<file path="src/rtl/fetch_pkg.sv">
// fetch_pkg: shared fault encodings, fetch FSM states and the NOP word
package fetch_pkg;
    localparam logic [1:0] FC_NONE     = 2'b00;
    localparam logic [1:0] FC_MISALIGN = 2'b01;
    localparam logic [1:0] FC_RANGE    = 2'b10;
    typedef enum logic {FETCH_RUN, FETCH_FAULT} fetch_state_t;
    localparam logic [31:0] NOP = 32'h0000_0013;
endpackage

</file>
<file path="src/rtl/fetch_pc_check.sv">
// fetch_pc_check: flags a fetch address that is misaligned or past the last legal word
module fetch_pc_check import fetch_pkg::*; #(
    parameter int Width     = 32,
    parameter int AddrLimit = 512
) (
    input  logic [Width-1:0] addr,
    output logic             misaligned,
    output logic             out_of_range
);
    localparam logic [Width-1:0] MaxAddr = Width'(AddrLimit - 4);
    assign misaligned   = |addr[1:0];
    assign out_of_range = addr > MaxAddr;
endmodule

</file>
<file path="src/rtl/fetch_unit.sv">
// fetch_unit: PC sequencer with a one-entry valid/ready output stage and sticky fetch faults
module fetch_unit import fetch_pkg::*; #(
    parameter int               Width     = 32,
    parameter logic [Width-1:0] ResetPC   = '0,
    parameter int               AddrLimit = 512
) (
    input  logic             clk,
    input  logic             rst,
    input  logic             en,
    output logic [Width-1:0] imem_addr,
    input  logic [Width-1:0] imem_rd,
    input  logic             redirect_valid,
    input  logic [Width-1:0] redirect_target,
    output logic             out_valid,
    input  logic             out_ready,
    output logic [Width-1:0] out_instr,
    output logic [Width-1:0] out_pc,
    output logic             fault,
    output logic [1:0]       fault_cause
);
    logic [Width-1:0] pc_q, pc_d, instr_q, instr_d, opc_q, opc_d;
    logic             valid_q, valid_d, stage_free;
    logic [1:0]       cause_q, cause_d;
    fetch_state_t     state_q, state_d;
    logic             pc_mis, pc_oor, rt_mis, rt_oor;

    fetch_pc_check #(.Width(Width), .AddrLimit(AddrLimit)) u_pc_chk (
        .addr(pc_q), .misaligned(pc_mis), .out_of_range(pc_oor)
    );
    fetch_pc_check #(.Width(Width), .AddrLimit(AddrLimit)) u_rt_chk (
        .addr(redirect_target), .misaligned(rt_mis), .out_of_range(rt_oor)
    );

    always_comb begin
        pc_d       = pc_q;
        instr_d    = instr_q;
        opc_d      = opc_q;
        valid_d    = valid_q;
        cause_d    = cause_q;
        state_d    = state_q;
        stage_free = !valid_q | out_ready;
        if (state_q == FETCH_FAULT) begin
            valid_d = 1'b0;
        end else if (redirect_valid) begin
            // a redirect squashes the held word even when decode takes it this cycle
            valid_d = 1'b0;
            if (rt_mis | rt_oor) begin
                state_d = FETCH_FAULT;
                cause_d = rt_mis ? FC_MISALIGN : FC_RANGE;
            end else begin
                pc_d = redirect_target;
            end
        end else if (en & stage_free) begin
            if (pc_mis | pc_oor) begin
                state_d = FETCH_FAULT;
                cause_d = pc_mis ? FC_MISALIGN : FC_RANGE;
                valid_d = 1'b0;
            end else begin
                instr_d = imem_rd;
                opc_d   = pc_q;
                valid_d = 1'b1;
                pc_d    = pc_q + Width'(4);
            end
        end
    end

    always_ff @(posedge clk or posedge rst) begin
        if (rst) begin
            pc_q    <= ResetPC;
            instr_q <= '0;
            opc_q   <= '0;
            valid_q <= 1'b0;
            cause_q <= FC_NONE;
            state_q <= FETCH_RUN;
        end else begin
            pc_q    <= pc_d;
            instr_q <= instr_d;
            opc_q   <= opc_d;
            valid_q <= valid_d;
            cause_q <= cause_d;
            state_q <= state_d;
        end
    end

    assign imem_addr   = pc_q;
    assign out_valid   = valid_q;
    assign out_instr   = instr_q;
    assign out_pc      = opc_q;
    assign fault       = state_q == FETCH_FAULT;
    assign fault_cause = cause_q;
endmodule

</file>
<file path="config.mk">
export PLATFORM = sky130hd
export DESIGN_NAME = fetch_unit
export DESIGN_NICKNAME = d
export VERILOG_FILES = /design/src/rtl/fetch_pkg.sv /design/src/rtl/fetch_pc_check.sv /design/src/rtl/fetch_unit.sv
export SDC_FILE = /design/constraint.sdc
export NUM_CORES = 1
export LEC_CHECK = 0
export CAP_MARGIN = 40
export CORE_MARGIN = 1
export CORE_UTILIZATION = 25
export DETAILED_ROUTE_END_ITERATION = 8
export GPL_TIMING_DRIVEN = 0
export PLACE_DENSITY_LB_ADDON = 0.15
export SYNTH_ARGS = -nofsm -noshare
export SYNTH_HDL_FRONTEND = slang
export SYNTH_SLANG_ARGS = --single-unit
export TNS_END_PERCENT = 5
</file>
<file path="constraint.sdc">
create_clock -name clk -period 8.3 [get_ports clk]
set_input_delay 1.66 -clock clk [delete_from_list [all_inputs] [get_ports clk]]
set_output_delay 1.66 -clock clk [all_outputs]
set_load 0.1 [all_outputs]
</file>
**Word-level counts from Yosys, hierarchy flattened**

Index checks and enable logic that the tools add are counted.
W data, S select, Z words.

- Word-level logic and storage cells: 47
- Input bits: 69
- Bits in registers: 100

- $add $sub $neg: 1
- Equal/unequal tests: 3
- Reductions and logical operators: 9
- Order comparisons: 2
- Multiplexer cells: 19
- Bitwise gates (word level): 7

Operators with widths:

| cell | number |
|---|---|
| $mux W32 | 4 |
| $gt A32 B9 Y1 const B | 2 |
| $add A32 B3 Y32 const B | 1 |
| $mux W2 | 6 |
| $reduce_and A4 Y1 | 3 |
| $mux W1 | 9 |
| $ne A2 B2 Y1 const B | 2 |
| $reduce_bool A2 Y1 | 2 |
| $reduce_or A2 Y1 | 2 |
| $not A1 Y1 | 3 |
| $or A1 B1 Y1 | 3 |
| $reduce_bool A3 Y1 | 1 |
| $ne A2 B1 Y1 const B | 1 |
| $and A1 B1 Y1 | 1 |
| $logic_not A1 Y1 | 1 |

**Longest topological paths before layout**

- Depth after elaboration: 6
- Depth in mapped cells: 7

**Modules after synthesis**

From an unflattened synthesis, not the netlist that was laid out.

- Cells, all modules: 562
- Area, all modules: 4827.1 um^2

Modules (own cells, without submodules):

| module | cells each | area each (um^2) | times used |
|---|---|---|---|
| fetch_unit | 536 | 4634.4 | 1 |
| fetch_pc_check | 13 | 96.3 | 2 |

**Least setup slack after synthesis**

Ideal clock, no wire load.

- Path kind: input to register
- Start: in out_ready
- End: reg pc_q[3] (netlist: imem_addr[3])
- Setup slack: 5.216 ns
- Arrival: 2.958 ns
- Required time: 8.174 ns
- Setup time: 0.126 ns
- Stages: 5
- Path through: nand2b_1 > a21oi_1 > nor2_1 > o21ai_0 > mux2_2

- Cells in the longest elaborated chain, start to end: 4

Ends and longest elaborated chain:

| what | line | text |
|---|---|---|
| start, declared | fetch_unit.sv:15 | `input logic out_ready,` |
| $or A1 B1 Y1 | fetch_unit.sv:41 | `stage_free = !valid_q \| out_ready;` |
| $and A1 B1 Y1 | fetch_unit.sv:53 | `end else if (en & stage_free) begin` |
| $reduce_bool A2 Y1 (no source line) | - |  |
| $reduce_and A4 Y1 (no source line) | - |  |
| end signal, assigned | fetch_unit.sv:69 | `pc_q <= ResetPC;` |
| end signal, assigned | fetch_unit.sv:76 | `pc_q <= pc_d;` |
| end, declared | fetch_unit.sv:21 | `logic [Width-1:0] pc_q, pc_d, instr_q, instr_d, opc_q, opc_d;` |

Every way passes these cells.
A chain may end at the register's enable or synchronous reset.

**Worst setup path after layout**

- Start: in redirect_valid
- End: reg pc_q[15] (netlist: imem_addr[15])

- Cells in the longest elaborated chain, start to end: 2
- Elaborated cells between the ends (all ways): 5

Ends and longest elaborated chain:

| what | line | text |
|---|---|---|
| start, declared | fetch_unit.sv:12 | `input logic redirect_valid,` |
| $ne A2 B2 Y1 (no source line) or $reduce_bool A2 Y1 (tied branches) | - |  |
| $reduce_and A4 Y1 (no source line) | - |  |

Several ways; a longest one is shown, not always the timed one.

==> reports/results.ini <==
[routing]
drc_errors=0
ant_nets=0
num_vias=3316
postRouteWirelength_mm=11.2
drt_iter0_markers=80
wl_per_cell_um=14.3
via_per_inst=4.23
firstDrtPassIters=4

[setup_path]
setup.worst_path.end=imem_addr[15]$_DFFE_PP0P_
crit_path_start_kind=input pin
worst_setup_path_end_kind=register
r2r-end=imem_addr[15]$_DFFE_PP0P_
reg2reg_depth=6
critPathLaunch=redirect_valid
required_ns=8.53
timing.rr.start=imem_addr[19]$_DFFE_PP0P_
ff2ff_setup_slack_ns=5.73
crit_arrival_ns=4.28
worstSetupPathType=input pin to register
crit_fanout=10

[die]
initial_core_util_pct=25.4
pin_count=169
die_width_um=129
die_y_um=129
rows=46
core_area_um2=15800
dieArea_um2=16600

[logic_synthesis]
synth_nets=353
synth_compound_gate_area_share_pct=4.72
synthSimpleGateAreaFrac_pct=14.4
synth_fa_ha_area_share_pct=0.311
synth_top_area_share_pct=62.2
yosys_register_bits=100
synth_area_leaders=dfrtp_1, mux2_4, nor2b_1
synth_top_family_by_area=multiplexers
netlist_instances=283
syn_avg_cell_area_um2=14.2
yosysWarningCount=0
yosys.area.top_type=dfrtp_1
synth_area_um2=4030
ys_seq_area_share_pct=62.2
synth_edf_count=0
synthFlopType=dfrtp_1
synth_mux_area_share_pct=14.8
async_flop_share_pct=100
synth_xor_area_share_pct=0
synth_cell_types=43

[min_path]
hold_class=register to register
min-delay-start=out_instr[7]$_DFFE_PP0P_

[layout]
most-common-layout-cells=clkdlybuf4s50_1, dfrtp_1, buf_8
diodes=0
fin_nets=633
utilization_pct=51.4
final_common_cell=clkdlybuf4s50_1
syn_to_final_growth_pct=102
n_fill_cell=1285
drive_gt1_share_pct=29.3

[placement]
place_congestion=0.770
place_worst_setup_slack_ns=3.84
port_buffers=168
hpwl_mm=8.24

[pwr]
p_leak_nw=3.65
power.total_w=0.00132
cellPowerDensity_nw_per_um2=162
vdd_ir_drop_max_mv=0.0949

[sta]
tns_ns=0
setup_viol_count_final=0
tightest_slew_ns=0.713
hold_viol_final=0
fin_crit_ns=4.04
fin_skew_ns=0.00780
min_period_over_period_pct=48.7
rsz0062_at_grt=no
fmax_mhz=247
worst_slack_ns=4.26
maxSlewViolCount=0
relSlewSlack_pct=52.3

[clock_network]
cts-root-buf=clkbuf_16
cts_resized=0
cts_buffers=9
clkTransAtPathRegs_ns=0.07
cts_hold_buf=0
clk_latency_ns=0.34
clock_sinks=100
clock_path_buffers=2
htreeDepth=3
cts_tree=yes
post_cts_buffers=0

[grt]
grt_pass1_vias=3471
antenna_found_initial=1
gr-total-overflow=0
grt_pass1_wl_mm=18.0
grt_max_degree=60
grt_usage_pct=14.4

[status]
outcome=finished, final reports clean

[flow_run]
maxCapViolCount=0

## Yosys cell counts, types with 3 or more instances
cell / instances
mux2_4: 30
nor2b_1: 37
buf_2: 3
o21ai_0: 5
and3_1: 3
nor3_1: 3
nor2_1: 6
nor4_1: 13
dfrtp_1: 100
buf_12: 3
nand2_1: 6
a21oi_1: 3
clkbuf_1: 4
a22o_1: 3
and2_1: 12
inv_1: 7
mux2_2: 7
mux2_1: 5
o221ai_1: 5
## worst max-delay path, stage by stage
cell and delay (ns):
clkdlybuf4s50_1 0.58, buf_2 0.27, a21oi_1 0.18, nor2_1 0.62, o21ai_0 0.43, clkbuf_1 0.31, and2_1 0.22
## worst min-delay path by stage
stage | endpoint | cells past startpoint
3_5_place_dp | out_instr[7]$_DFFE_PP0P_ | 1
3_3_place_gp | out_instr[5]$_DFFE_PP0P_ | 1
6_report | out_instr[7]$_DFFE_PP0P_ | 1
2_1_floorplan | fault_cause[1]$_DFFE_PP0P_ | 2
4_1_cts | out_instr[7]$_DFFE_PP0P_ | 1
5_1_grt | out_instr[6]$_DFFE_PP0P_ | 1
## flip-flops by register name, indices dropped and copies added, names as in the netlist
signal / cells
out_valid: 1
out_instr: 32
fault: 1
out_pc: 32
fault_cause: 2
imem_addr: 32
## final cells by class
class	count	area, um^2	share of cell area, %
Sequential cell	100	2500	30.8
Clock buffer	9	225	2.77
Tap cell	216	270	3.32
Inverter	7	28.8	0.354
Timing Repair Buffer	269	3550	43.6
Buffer	13	120	1.48
Multi-Input combinational cell	163	1380	16.9
Clock inverter	6	62.6	0.769
## kinds of logic (layout without fill, tap and decap cells)
| group | Yosys count | count (layout) |
|---|---|---|
| multiplexers | 43 | 43 |
| AO/OA/AOI/OAI | 26 | 26 |
| AND/OR/NAND/NOR | 93 | 93 |
| adder cells (fa/ha/maj) | 1 | 1 |
| flip-flops | 100 | 100 |
| buffers and inverters | 20 | 304 |
## per-stage QoR
stage / hold WS (ns) / area [um^2] / std cells
2_1_floorplan: 0.968 / 4030 / 283
4_1_cts: 0.495 / 8140 / 783
3_5_place_dp: 0.479 / 7850 / 768
5_1_grt: 0.515 / 8140 / 783
6_report: 0.491 / 8140 / 783
3_3_place_gp: 0.472 / 5980 / 667
## routing by layer
layer | wire length (um) | GRT usage (%) | up-vias
li1 | - | - | 1559
met1 | 4900 | 17.4 | 1609
met2 | 5380 | 24.2 | 135
met3 | 793 | 5.07 | 11
met4 | 116 | 3.94 | 2
met5 | 13 | 0 | -
## power breakdown
part | switching (W) | internal (W)
clock | 0.000184 | 0.000233
combinational | 0.000217 | 0.000161
sequential | 0.0000152 | 0.000508
total | 0.000416 | 0.000901
(Power assumes the default switching activity.)
